**src/rtl/snake_motion.sv**
```systemverilog
// Snake game-state engine: latches direction presses, advances the four-segment
// snake on each rising edge of the frame tick, and sequences game-over blanking.
module snake_motion #(
  parameter int GRID_W     = 40,
  parameter int GRID_H     = 30,
  parameter int START_X    = 20,
  parameter int START_Y    = 15,
  parameter int WRAP       = 1,
  parameter int OVER_TICKS = 4
) (
  input  logic       clk,
  input  logic       reset,
  input  logic       tick_in,
  input  logic       btnU,
  input  logic       btnD,
  input  logic       btnL,
  input  logic       btnR,
  output logic [5:0] Px1,
  output logic [5:0] Py1,
  output logic [5:0] Px2,
  output logic [5:0] Py2,
  output logic [5:0] Px3,
  output logic [5:0] Py3,
  output logic [5:0] Px4,
  output logic [5:0] Py4,
  output logic       AllBlack,
  output logic [1:0] state_o
);

  typedef enum logic [1:0] {ST_IDLE = 2'd0, ST_RUN = 2'd1, ST_OVER = 2'd2} state_e;
  // Opposite directions differ only in bit 0.
  typedef enum logic [1:0] {DIR_U = 2'd0, DIR_D = 2'd1, DIR_L = 2'd2, DIR_R = 2'd3} dir_e;

  localparam int          CW   = $clog2(OVER_TICKS + 1);
  localparam logic [5:0]  XMAX = 6'(GRID_W - 1);
  localparam logic [5:0]  YMAX = 6'(GRID_H - 1);
  localparam logic [5:0]  SX   = 6'(START_X);
  localparam logic [5:0]  SY   = 6'(START_Y);

  state_e         state_q, state_d;
  dir_e           cur_dir_q, cur_dir_d, pend_dir_q, pend_dir_d;
  logic           tick_q;
  logic [CW-1:0]  cnt_q, cnt_d, cnt_inc;
  logic           allblack_q, allblack_d;
  logic [5:0]     x_q [4];
  logic [5:0]     y_q [4];
  logic [5:0]     x_d [4];
  logic [5:0]     y_d [4];

  logic       step, press_vld, at_edge;
  dir_e       press_dir, dir_ref;
  logic [5:0] nx, ny;

  assign step    = tick_in & ~tick_q;
  assign cnt_inc = cnt_q + CW'(1);

  always_comb begin
    press_vld = 1'b1;
    press_dir = DIR_R;
    case ({btnU, btnD, btnL, btnR})
      4'b1000: press_dir = DIR_U;
      4'b0100: press_dir = DIR_D;
      4'b0010: press_dir = DIR_L;
      4'b0001: press_dir = DIR_R;
      default: press_vld = 1'b0;
    endcase
  end

  // Wrapped neighbour of the head; at_edge flags that the move crossed a border.
  always_comb begin
    nx      = x_q[0];
    ny      = y_q[0];
    at_edge = 1'b0;
    unique case (pend_dir_q)
      DIR_U: if (y_q[0] == 6'd0) begin ny = YMAX; at_edge = 1'b1; end
             else ny = y_q[0] - 6'd1;
      DIR_D: if (y_q[0] == YMAX) begin ny = 6'd0; at_edge = 1'b1; end
             else ny = y_q[0] + 6'd1;
      DIR_L: if (x_q[0] == 6'd0) begin nx = XMAX; at_edge = 1'b1; end
             else nx = x_q[0] - 6'd1;
      DIR_R: if (x_q[0] == XMAX) begin nx = 6'd0; at_edge = 1'b1; end
             else nx = x_q[0] + 6'd1;
    endcase
  end

  always_comb begin
    state_d    = state_q;
    cur_dir_d  = cur_dir_q;
    pend_dir_d = pend_dir_q;
    cnt_d      = cnt_q;
    x_d        = x_q;
    y_d        = y_q;
    dir_ref    = cur_dir_q;
    case (state_q)
      ST_IDLE: begin
        if (press_vld && (press_dir != dir_e'(cur_dir_q ^ 2'b01))) begin
          pend_dir_d = press_dir;
          state_d    = ST_RUN;
        end
      end
      ST_RUN: begin
        if (step) begin
          cur_dir_d = pend_dir_q;
          dir_ref   = pend_dir_q;
          if (at_edge && (WRAP == 0)) begin
            state_d = ST_OVER;
            cnt_d   = '0;
          end else begin
            for (int i = 3; i > 0; i--) begin
              x_d[i] = x_q[i-1];
              y_d[i] = y_q[i-1];
            end
            x_d[0] = nx;
            y_d[0] = ny;
          end
        end
        // A press on a step edge is judged against the direction just taken.
        if (press_vld && (press_dir != dir_e'(dir_ref ^ 2'b01)))
          pend_dir_d = press_dir;
      end
      ST_OVER: begin
        if (step) begin
          if (cnt_inc == CW'(OVER_TICKS)) begin
            state_d    = ST_IDLE;
            cnt_d      = '0;
            cur_dir_d  = DIR_R;
            pend_dir_d = DIR_R;
            for (int i = 0; i < 4; i++) begin
              x_d[i] = SX - 6'(i);
              y_d[i] = SY;
            end
          end else begin
            cnt_d = cnt_inc;
          end
        end
      end
      default: state_d = ST_IDLE;
    endcase
    allblack_d = (state_d == ST_OVER);
  end

  always_ff @(posedge clk or posedge reset) begin
    if (reset) begin
      state_q    <= ST_IDLE;
      cur_dir_q  <= DIR_R;
      pend_dir_q <= DIR_R;
      tick_q     <= 1'b0;
      cnt_q      <= '0;
      allblack_q <= 1'b0;
      for (int i = 0; i < 4; i++) begin
        x_q[i] <= SX - 6'(i);
        y_q[i] <= SY;
      end
    end else begin
      state_q    <= state_d;
      cur_dir_q  <= cur_dir_d;
      pend_dir_q <= pend_dir_d;
      tick_q     <= tick_in;
      cnt_q      <= cnt_d;
      allblack_q <= allblack_d;
      x_q        <= x_d;
      y_q        <= y_d;
    end
  end

  assign Px1      = x_q[0];
  assign Py1      = y_q[0];
  assign Px2      = x_q[1];
  assign Py2      = y_q[1];
  assign Px3      = x_q[2];
  assign Py3      = y_q[2];
  assign Px4      = x_q[3];
  assign Py4      = y_q[3];
  assign AllBlack = allblack_q;
  assign state_o  = state_q;

endmodule

```
**config.mk**
```make
export PLATFORM = sky130hd
export DESIGN_NAME = snake_motion
export DESIGN_NICKNAME = d
export VERILOG_FILES = /design/src/rtl/snake_motion.sv
export SDC_FILE = /design/constraint.sdc
export NUM_CORES = 1
export LEC_CHECK = 0
export BUFFER_PORTS_ARGS = -buffer_cell sky130_fd_sc_hd__buf_2
export CAP_MARGIN = 0
export CELL_PAD_IN_SITES_DETAIL_PLACEMENT = 1
export CELL_PAD_IN_SITES_GLOBAL_PLACEMENT = 1
export CORE_MARGIN = 5
export CORE_UTILIZATION = 45
export DETAILED_ROUTE_END_ITERATION = 7
export GPL_TIMING_DRIVEN = 1
export PLACE_DENSITY = 0.91
export SETUP_SLACK_MARGIN = 0.1
export SYNTH_ARGS = -nofsm -noshare
export SYNTH_HDL_FRONTEND = slang
export SYNTH_SLANG_ARGS = --single-unit
```
**constraint.sdc**
```tcl
create_clock -name clk -period 2.75 [get_ports clk]
set_input_delay 0.4125 -clock clk [delete_from_list [all_inputs] [get_ports clk]]
set_output_delay 0.4125 -clock clk [all_outputs]
set_load 0.01 [all_outputs]
```
After elaboration in Yosys (flattened, before gate mapping). Cells that the tools add are included.

Bits of input ports: 7. Output and inout port bits: 51. Logic and storage cells: 89. Register bits: 59. Memory bits (read-only): 0. Memories kept: 0. Bits in writable memories: 0. Latch bits: 0.

Shift-type cells: 0. Bitwise operators: 4. Order comparisons: 0. Div/mod/pow operators: 0. Add/subtract/negate cells: 5. Mux-type cells: 29. Eq/ne operators: 22. $mul: 0. Reduce and logical (&&, ||, !) cells: 15.

Operators by type and width (count): 2-to-1 mux 24 bit (6); case mux 24 bit (2 select lines) (2); 2-to-1 mux 6 bit (4); case mux 6 bit (2 select lines) (2); 2-to-1 mux 2 bit (9); case mux 2 bit (3 select lines) (3); AND reduction 5 bit (3); adder 6 x 1 -> 6 bit, second input constant (2); logical NOT 6 bit (2); subtractor 6 x 1 -> 6 bit, second input constant (2); inequality test 2 bit, second input constant (5); equality test 2 bit, second input constant (4); equality test 6 x 5 -> 1 bit, second input constant (1); equality test 6 bit, second input constant (1); inequality test 3 x 1 -> 1 bit, second input constant (2); equality test 2 x 1 -> 1 bit, second input constant (2); equality test 4 x 1 -> 1 bit, second input constant (1); equality test 4 x 2 -> 1 bit, second input constant (1); equality test 4 x 3 -> 1 bit, second input constant (1); equality test 4 bit, second input constant (1); logical NOT 2 bit (2); inequality test 2 bit (2); case mux 2 bit (2 select lines) (1); AND reduction 4 bit (1); other kinds (12) (15).

Depth between registers and ports, before layout. Gate-level depths: netlist (run 1).

Depth in word-level cells: 9. Mapped depth: 8. Depth with buffers taken out: 7.

Worst setup path before layout (run 1). Ideal clock, no wire load.

Path type: register -> register. Start: register cnt_q[0]. End: register x_q (netlist bit Px2[2]). Arrival: 1.610 ns. Stages on the path, launching flop included: 9. Library setup time: 0.096 ns. Clock period less this slack: 1.706 ns. Setup slack: 1.044 ns. Path through: dfrtp_1 -> ha_1 -> ha_1 -> nand3b_4 -> nand2_1 -> nand2_1 -> clkbuf_1 -> nand2_1 -> o31ai_1.

Word-level cells in the longest chain between the ends: 4.

Ends and longest elaborated chain: start, declared (RTL line 43) `logic [CW-1:0] cnt_q, cnt_d, cnt_inc;`; start signal, assigned (RTL line 159) `cnt_q <= cnt_d;`; adder 3 x 1 -> 3 bit (RTL line 55) `assign cnt_inc = cnt_q + CW'(1);`; equality test 3 bit (RTL line 123) `if (cnt_inc == CW'(OVER_TICKS)) begin`; inequality test 2 bit (no line); AND reduction 4 bit (no line); end signal, assigned by index (RTL line 151) `x_q[i] <= SX - 6'(i);`; end, declared (RTL line 45) `logic [5:0] x_q [4];`.

Every way passes these cells. A chain may end at the register's enable or synchronous reset.

Final worst setup path (run 1).
Start: register y_q (netlist bit Py1[1]). End: register y_q (netlist bit Py1[4]).

Word-level cells in the longest chain between the ends: 5. Elaborated cells between the ends (all ways): 9. Classes of those cells: add/sub (2); eq/ne (1); mux (5); reduce/logical (1).

Ends and longest elaborated chain: start, declared (RTL line 46) `logic [5:0] y_q [4];`; start signal, assigned (RTL line 162) `y_q <= y_d;`; adder 6 x 1 -> 6 bit, or another cell as far along (RTL line 78) `else ny = y_q[0] + 6'd1;`; 2-to-1 mux 6 bit (on tied branches) (RTL line 77, 75); case mux 6 bit (2 select lines) (*) (RTL line 74) `unique case (pend_dir_q)`; 2-to-1 mux 24 bit (*) (RTL line 102) `if (step) begin`; case mux 24 bit (2 select lines) (*) (RTL line 94) `case (state_q)`.

Mark *: on every way between the ends. The rest lies on a longest branch, timed or not. The select of a mux whose other input is x is not followed.

==> summary.txt, run 1 <==
Final layout
  • Fin util: 0.5330
  • # nets final: 433
  • Layout fillers: 905
  • Footprint of the multi-input gates: 1584 µm²
  • Area growth syn-to-layout: 17.56%
  • Number of diodes: 0
  • Commonest non-fill, non-tap cell in the layout: nand2_1
  • Most frequent cells in the layout: nand2_1 (78), buf_2 (57), dfrtp_1 (30)
  • Reg area: 1513 µm²
  • Layout cells sized above 1: 0.2898

CTS
  • CTS tree: built
  • CTS Buf Count: 9
  • Postcts setup bufs: 0
  • CTS max path bufs: 2
  • Latest clock arrival within the worst-skew pair: 0.34 ns
  • Clock sink total: 59
  • H-tree Lvls: 3
  • CTS Root Cell: clkbuf_8
  • Clock-pin slew of the registers on the worst-case setup and hold paths: 0.08 ns
  • Hold buffers post-CTS: 0
  • Resized Gates After CTS: 0

Power and ir drop
  • Worst IR drop on VDD: 0.0002988 V
  • Switching component of the power: 1616 µW
  • Combinational fraction of design power: 0.371
  • Int Pwr: 2326 µW
  • Leakage: 0.001778 µW
  • Clk pwr share: 0.203
  • Sequential share of power: 0.426
  • Net Sw Frac: 0.4100
  • Cell Pwr Density: 1036 nW/µm²

Floorplan
  • Die Y: 94.80 µm
  • Die area: 8986 µm²
  • I/O pin count: 58
  • Die Wd: 94.80 µm
  • Initial Util: 0.4534
  • Row Count: 31
  • Core Footprint: 7137 µm²

Yosys
  • Synth Area in Compound Gates: 0.1690
  • Mux cell area share after synthesis: 0.02630
  • Yosys cell types: 53
  • Dominant cells by area after synthesis: dfstp_2 (24%), dfrtp_1 (23%), nand2_1 (9.0%)
  • EDFF count, synth: 0
  • Synth Area in Adders: 0.03867
  • Synth Area in Simple Gates: 0.2394
  • Post-Syn Nets: 378
  • Synthesized area per cell: 8.963 µm²
  • Synth Instances: 361
  • Synth Register Bits: 59
  • Largest family of logic cells by synthesized area: simple AND/OR/NAND/NOR gates
  • Register area share after synthesis: 0.4675
  • XOR/XNOR Fraction of Synth Area: 0.01624
  • Async SR Flop Fraction: 1.000
  • Syn Std Cell Area: 3236 µm²
  • Largest area contributor in the netlist: dfstp_2
  • Ys Warns: 0
  • Primary FF master, synth: dfrtp_1
  • Share of the synthesized area in the top cell type: 0.2355

Detailed routing
  • First-pass DRT Iterations: 4
  • DRT iter0 DRCs: 93
  • Via count: 2874
  • Routed WL: 8.871 mm
  • Number of nets with antenna violations after routing: 0
  • DRC: 0
  • Vias per cell: 5.527
  • DR WL/cell: 17.06 µm

Run
  • Max Cap Violations: 0

Min path
  • Worst Hold Class: input pin to async pin

Place
  • HPWL reported at the end of detailed placement: 6.259 mm
  • Routability-driven placement congestion ratio: 0.8486
  • Port bufs: 57
  • Worst setup slack after placement: 0.7846 ns

Critical path
  • Crit path max fanout: 7
  • WS Path Type: flop to flop
  • WP data required: 2.95 ns
  • CP Capture Type: flop
  • CP max stage delay: 0.55 ns
  • CP Launch Type: flop
  • CP Cell Sequence: inv_1 -> ha_1 -> nor3b_1 -> nor2_1 -> o221ai_1 -> o21ai_0
  • Crit path buf inv count: 1
  • Worst EP arrival: 2.17 ns
  • Cell family with most CP delay: simple AND/OR/NAND/NOR gates
  • Slowest-stage cell, CP: nor3b_1
  • Reg2reg setup slack: 0.78 ns

Timing
  • Clock Skew: 0.01348 ns
  • Setup violations, final: 0
  • Fmax: 507.1 MHz
  • Setup repair after global routing missed its margin: false
  • Slew @ Worst Pin: 0.6394 ns
  • Relative slew margins: 0.5728
  • Fin crit period: 1.972 ns
  • Final WS setup: 0.7782 ns
  • Tcrit/Tclk final: 0.7170
  • Final Hold Fails: 0
  • Setup_tns: 0 ns
  • Final Max Slew Viols: 0

Global route
  • GRT Residual Overflow: 0
  • First-pass GRT wire length: 14.66 mm
  • Largest net degree at the start of global routing: 38
  • Vias in the first global route: 2965
  • Initial antenna violation count: 0
  • Total GRT Usage: 0.2090

Run status
  • Run status: complete, no violations
## cells by family after synthesis
kind of cell,after synthesis
muxes,8
DFF,59
buffers and inverters,33
adders and majority gates,10
AOI/OAI and AO/OA,80
and+or+nand+nor,165
xor gates and xnor gates,6
## metal layers
layer,global-route usage,vias to the layer above,part of all wire
met5,0,-,0
met4,0.1022,0,0.020
met3,0.02869,16,0.032
met2,0.3564,58,0.50
met1,0.2589,1421,0.45
li1,-,1379,-
## cell type report
cell class / instances / share of cell area
well taps: 99 / 0.03257
multi-input cells: 269 / 0.4164
inverters: 14 / 0.01382
flip-flops and latches: 59 / 0.3977
clock buffers: 9 / 0.03257
repair buffers: 63 / 0.08684
clock inverters: 7 / 0.02007
## through the flow
stage	total power, µW	instances	hold slack (ns)	cell area [µm²]
after floorplan	2569	361	0.4439	3236
after global placement	3046	504	0.4410	3603
after detailed placement	3153	504	0.4435	3603
after CTS	3972	520	0.1299	3804
after global routing	4216	520	0.1719	3804
final	3942	520	0.1181	3804
## registers in the layout, indices dropped and copies added (netlist names)
register	flops
tick_q	1
Px3	6
Px2	6
Py4	6
Py2	6
Px1	6
cur_dir_q	2
AllBlack	1
Px4	6
pend_dir_q	2
Py3	6
state_o	2
Py1	6
cnt_q	3
## path summary, 6_finish.rpt
kind	start	endpoint	depth (start not counted)
setup / recovery	Py1[1]	Py1[4]	6
hold / removal	reset	Px4[3]	2
setup reg to reg	Py1[1]	Py1[4]	6
hold reg to reg	Py4[3]	Py4[3]	2
max in group asynchronous	reset	Py1[3]	3
min in group clk	tick_in	tick_q	1
## Yosys cell counts (2+ instances only)
library cell,count
a211oi_1,3
a221oi_1,3
a21oi_2,3
or3_1,2
mux2i_1,4
dfrtp_1,30
o31ai_1,7
nor3b_1,2
nor2_1,26
xnor2_1,6
dfstp_2,29
nand2_1,78
o311ai_0,2
o21ai_0,29
ha_1,10
nor3_1,12
inv_1,14
buf_2,6
a31oi_1,7
nand2b_1,5
a21oi_1,8
mux2_2,4
nand4_1,2
a21o_1,2
a22oi_1,2
nor4b_1,4
nor2b_1,4
clkbuf_1,12
nand3_1,21
## power groups by stage
stage	logic (µW)	registers, µW	clock network (µW)
floorplan	882	1690	0
global placement	1380	1660	0
detailed placement	1460	1690	0
CTS	1480	1680	814
global route	1620	1740	852
finish	1460	1680	802
(Power assumes the default switching activity.)
==> inputs of run 2 (changes only) <==
--- a/config.mk
+++ b/config.mk
@@ -10,10 +10,10 @@
 export CELL_PAD_IN_SITES_DETAIL_PLACEMENT = 1
 export CELL_PAD_IN_SITES_GLOBAL_PLACEMENT = 1
 export CORE_MARGIN = 5
-export CORE_UTILIZATION = 45
+export CORE_UTILIZATION = 38
 export DETAILED_ROUTE_END_ITERATION = 7
 export GPL_TIMING_DRIVEN = 1
-export PLACE_DENSITY = 0.91
+export PLACE_DENSITY = 0.83
 export SETUP_SLACK_MARGIN = 0.1
 export SYNTH_ARGS = -nofsm -noshare
 export SYNTH_HDL_FRONTEND = slang
==> constraint.sdc (replaced) <==
create_clock -name clk -period 1.7 [get_ports clk]
set_input_delay 0.255 -clock clk [delete_from_list [all_inputs] [get_ports clk]]
set_output_delay 0.255 -clock clk [all_outputs]
set_load 0.01 [all_outputs]
==> run 2 against run 1 <==
Compared with the run above: the flow now finishes with violations (setup timing); register-to-register slack worse by 0.93 ns; combinational power increased to 2.7 times the previous value; sequential share of layout area shrank 9.2 points; clock power grew 72%; via count up 20%; power grew 100%; cell area increased by 30%; sequential power up 64%; first-iteration DRC count is 26% higher; sequential cell count did not move; largest cell class unchanged.
==> summary.txt, run 2 (same netlist as run 1, synthesis figures left out) <==
Timing
  • Fmax: 539.4 MHz
  • Final Hold Fails: 0
  • Final Max Slew Viols: 0
  • Hold WS: 0.09351 ns
  • Tcrit/Tclk final: 1.091
  • Relative slew margins: 0.6515
  • Setup_tns: -1.415 ns
  • Setup repair after global routing missed its margin: true
  • Fin crit period: 1.854 ns
  • Slew @ Worst Pin: 0.5217 ns
  • Final WS setup: -0.1539 ns
  • Clock Skew: 0.01079 ns
  • Setup violations, final: 33

Floorplan
  • Row Count: 33
  • Die area: 10460 µm²
  • Die Y: 102.3 µm
  • I/O pin count: 58
  • Die Wd: 102.3 µm
  • Initial Util: 0.3918
  • Core Footprint: 8258 µm²

Critical path
  • RR Endpoint: pend_dir_q[1]
  • Worst R2R Path Depth: 5
  • CP Capture Type: flop
  • CP endpoint: pend_dir_q[1]
  • Critical Path Source: pend_dir_q[1]
  • CP Launch Type: flop
  • WP data required: 1.97 ns
  • WS Path Type: flop to flop
  • Worst EP arrival: 2.13 ns
  • Crit path max fanout: 7
  • Worst r2r src: pend_dir_q[1]
  • Reg2reg setup slack: -0.15 ns

Final layout
  • Number of diodes: 0
  • Design Area, Final: 4955 µm²
  • Commonest non-fill, non-tap cell in the layout: nand2_1
  • Most frequent cells in the layout: nand2_1 (69), buf_2 (57), buf_4 (46)
  • Layout cells sized above 1: 0.5413
  • # nets final: 496
  • Layout fillers: 918
  • Area growth syn-to-layout: 53.13%
  • Post-Layout Cell Count: 589

Global route
  • Vias in the first global route: 3253
  • Initial antenna violation count: 0
  • Largest net degree at the start of global routing: 46
  • First-pass GRT wire length: 16.46 mm
  • GRT Residual Overflow: 0
  • Total GRT Usage: 0.2021

Run status
  • Run status: finished with violations
  • Failing checks: setup timing

Place
  • HPWL reported at the end of detailed placement: 6.803 mm
  • Area after DPL: 3879 µm²
  • Placed cells: 535
  • Routability-driven placement congestion ratio: 0.8769
  • Port bufs: 57

Detailed routing
  • Via count: 3435
  • Number of nets with antenna violations after routing: 0
  • DRT iter0 DRCs: 117
  • DRC: 0
  • Routed WL: 13.64 mm
  • First-pass DRT Iterations: 4
  • DR WL/cell: 23.16 µm
  • Vias per cell: 5.832

Power and ir drop
  • Cell Pwr Density: 1620 nW/µm²
  • Worst IR drop on VDD: 0.0006545 V
  • Leakage: 0.002236 µW

CTS
  • Clock sink total: 59
  • CTS Root Cell: clkbuf_8
  • H-tree Lvls: 3
  • Latest clock arrival within the worst-skew pair: 0.36 ns
  • CTS Buf Count: 9
  • CTS tree: built
  • Clock-pin slew of the registers on the worst-case setup and hold paths: 0.07 ns
  • CTS max path bufs: 2

Run
  • Max Cap Violations: 0

Min path
  • Worst Hold Class: input pin to flop
[run 2: repair_timing]
action,CTS,global route
resized for setup,16,108
pin swaps,3,57
buffers inserted,7,21
cloned,1,8
setup endpoints to repair,12,53
endpoints found under the hold margin,9,0
hold buffers,1,0
[run 2: worst min path at each step]
stage | start | endpoint | slack, ns | depth (start not counted)
after floorplan | tick_in | tick_q | 0.29 | 0
after global placement | reset | Px3[3] | 0.26 | 2
after detailed placement | reset | Px3[3] | 0.26 | 2
after CTS | tick_in | tick_q | 0.09 | 1
after global routing | tick_in | tick_q | 0.09 | 1
final | tick_in | tick_q | 0.09 | 1
[run 2: stage by stage]
| stage | setup WS [ns] | total power, µW | util |
|---|---|---|---|
| finish | -0.1539 | 8027 | 0.6000 |
| global route | -0.2099 | 8434 | 0.6000 |
| CTS | -0.05626 | 7010 | 0.5147 |
| detailed placement | -0.09562 | 5449 | 0.4697 |
| global placement | 0.04034 | 5269 | 0.4697 |
| floorplan | 0.08300 | 4224 | - |
[run 2: where the power goes]
group | leakage [µW] | switching [µW] | internal [µW]
Combinational | 0.00145 | 2120 | 1770
Clock | 0.000106 | 626 | 755
Sequential | 0.000676 | 652 | 2110
[run 2: layer usage]
metal	track usage	wire length, µm	vias up
li1	-	-	1514
met1	0.2481	5297	1723
met2	0.3473	6902	142
met3	0.02662	752	56
met4	0.1019	687	0
met5	0	0	-
[run 2: critical path: stages, from the launching register on]
cell and delay [ns]:
dfstp_2 0.61, nor4b_2 0.10, a2111oi_4 0.35, o21ai_2 0.10, a311oi_2 0.33, mux2i_1 0.28
[run 2: cell type report]
type / count / area, µm² / share of cell area
inverters: 14 / 60.06 / 0.01212
clock inverters: 4 / 48.80 / 0.009848
repair buffers: 126 / 1036 / 0.2091
multi-input cells: 269 / 2008 / 0.4053
clock buffers: 12 / 155.1 / 0.03131
well taps: 105 / 131.4 / 0.02652
flip-flops and latches: 59 / 1515 / 0.3058
==> inputs of run 3 (changes only) <==
--- a/config.mk
+++ b/config.mk
@@ -9,7 +9,7 @@
 export CAP_MARGIN = 0
 export CELL_PAD_IN_SITES_DETAIL_PLACEMENT = 1
 export CELL_PAD_IN_SITES_GLOBAL_PLACEMENT = 1
-export CORE_MARGIN = 5
+export CORE_MARGIN = 4
 export CORE_UTILIZATION = 38
 export DETAILED_ROUTE_END_ITERATION = 7
 export GPL_TIMING_DRIVEN = 1
==> run 3 against run 2 <==
Compared with the run above: the run still ends with setup timing left; sequential share of layout area decreased by 1.3 points; non-clock buffer count up 4; clock-buffer cell count fell by 1; first-iteration DRC count up 110%; via count rose by 5.9%; wire length rose by 17%; sequential power hardly changed; critical path type unchanged; combinational power is 8.8% higher; largest power group unchanged; worst setup slack got worse by 0.019 ns; worst hold slack better by 0.013 ns; critical endpoint is now Px2[1]; global-route usage is 4.4 points higher; clock skew up 0.0087 ns.
==> summary.txt, run 3 (same netlist as run 1, synthesis figures left out) <==
CTS
  • H-tree Lvls: 3
  • Clock sink total: 59
  • CTS tree: built
  • Latest clock arrival within the worst-skew pair: 0.37 ns
  • CTS max path bufs: 2
  • CTS Buf Count: 9
  • Clock-pin slew of the registers on the worst-case setup and hold paths: 0.09 ns
  • CTS Root Cell: clkbuf_8

Final layout
  • Commonest non-fill, non-tap cell in the layout: nand2_1
  • Most frequent cells in the layout: nand2_1 (59), buf_2 (57), buf_4 (45)
  • Layout cells sized above 1: 0.5635
  • Number of diodes: 0
  • Fin util: 0.6273
  • Post-Layout Cell Count: 593
  • Layout fillers: 909
  • # nets final: 500
  • Area growth syn-to-layout: 60.09%

Critical path
  • CP Launch Type: flop
  • Slowest-stage cell, CP: dfrtp_1
  • Worst EP arrival: 2.17 ns
  • WP data required: 2.00 ns
  • CP max stage delay: 0.44 ns
  • CP Capture Type: flop
  • CP Cell Sequence: ha_4 -> ha_4 -> nand3b_4 -> a21oi_4 -> buf_12 -> buf_6 -> buf_12 -> nor2_4 -> a31oi_4
  • Crit path max fanout: 5
  • WS Path Type: flop to flop

Timing
  • Fin crit period: 1.873 ns
  • Final Hold Fails: 0
  • Tcrit/Tclk final: 1.102
  • Fmax: 533.9 MHz
  • Final WS setup: -0.1729 ns
  • Final Max Slew Viols: 0
  • Slew @ Worst Pin: 0.5357 ns
  • Setup repair after global routing missed its margin: true
  • Relative slew margins: 0.6378
  • Clock Skew: 0.01951 ns
  • Setup_tns: -4.226 ns
  • Setup violations, final: 48

Min path
  • Worst Hold Class: input pin to flop

Global route
  • Total GRT Usage: 0.2458
  • Largest net degree at the start of global routing: 37
  • GRT Residual Overflow: 0
  • First-pass GRT wire length: 18.91 mm
  • Initial antenna violation count: 0
  • Vias in the first global route: 3528

Floorplan
  • I/O pin count: 58
  • Die Y: 100.3 µm
  • Row Count: 33
  • Core Footprint: 8258 µm²
  • Die area: 10060 µm²
  • Initial Util: 0.3918
  • Die Wd: 100.3 µm

Detailed routing
  • DRT iter0 DRCs: 244
  • Vias per cell: 6.135
  • DRC: 0
  • DR WL/cell: 26.95 µm
  • Via count: 3638
  • Number of nets with antenna violations after routing: 0
  • Routed WL: 15.98 mm
  • First-pass DRT Iterations: 5

Place
  • Routability-driven placement congestion ratio: 0.8754
  • Port bufs: 57
  • HPWL reported at the end of detailed placement: 6.848 mm
  • Placed cells: 536

Run status
  • Failing checks: setup timing
  • Run status: finished with violations

Power and ir drop
  • Leakage: 0.002322 µW
  • Worst IR drop on VDD: 0.0005187 V
  • Cell Pwr Density: 1621 nW/µm²

Run
  • Max Cap Violations: 0
-- run 3: cell count changes in the layout (fill, tap and decap cells not counted), sizes merged --
cell      delta
buf          +6
clkbuf       -3
clkinv       +1
clkinvlp     -1
inv          +1
-- run 3: per-layer routing --
metal  global-route usage  vias up  share of wire
met2               0.4312      206           0.50
met3              0.04309       70          0.063
met1               0.2862     1842           0.38
li1                     -     1520              -
met4               0.1254        0          0.058
met5                    0        -              0
-- run 3: cell type report --
cell class                 count  area, µm²  area share
tap                          105      131.4     0.02536
clock buffer                  11      141.4     0.02729
timing repair buffer         130       1125      0.2171
clock inverter                 5      53.80     0.01039
multi-input combinational    269       2156      0.4162
inverter                      14      56.30     0.01087
sequential                    59       1516      0.2928
-- run 3: through the flow --
stage | hold WS [ns] | setup slack [ns] | power (µW) | cell area [µm²]
2_1_floorplan | 0.2864 | 0.08300 | 4224 | 3299
3_5_place_dp | 0.2977 | -0.02757 | 5448 | 3899
6_report | 0.1068 | -0.1729 | 8394 | 5180
3_3_place_gp | 0.2995 | 0.03278 | 5270 | 3899
4_1_cts | 0.09428 | -0.02484 | 7262 | 4613
5_1_grt | 0.09875 | -0.2013 | 8744 | 5180
-- run 3: final timing paths --
| path | from | to | slack [ns] | depth (start not counted) |
|---|---|---|---|---|
| max | cnt_q[0] | Px2[1] | -0.17 | 9 |
| max reg2reg | cnt_q[0] | Px2[1] | -0.17 | 9 |
| min reg2reg | Py4[3] | Py4[3] | 0.47 | 2 |
| max in group asynchronous | reset | Px2[0] | 0.67 | 4 |
| min | tick_in | tick_q | 0.11 | 1 |
| min in group asynchronous | reset | Px3[3] | 0.48 | 3 |
-- run 3: repair_timing --
item,4_1_cts,5_1_grt
gates cloned,4,7
pin swaps,17,47
hold buffers,1,0
endpoints found under the setup margin,31,54
gates resized for setup,50,100
hold endpoints to repair,10,0
setup buffers,24,7
-- run 3: worst max-delay path, delay by kind of cell (launching register included) --
kind	cells	cell delay, ns
flip-flops	1	0.44
AO/OA/AOI/OAI	2	0.42
buffers and inverters	3	0.38
adder cells (fa/ha/maj)	2	0.37
AND/OR/NAND/NOR	2	0.19
-- run 3: where the power goes --
group,leakage [µW],switching (µW),total (µW),internal (µW)
Sequential,0.000675,679,2790,2110
Clock,0.000103,669,1380,713
Combinational,0.00154,2420,4220,1810
Total,0.00232,3770,8390,4630
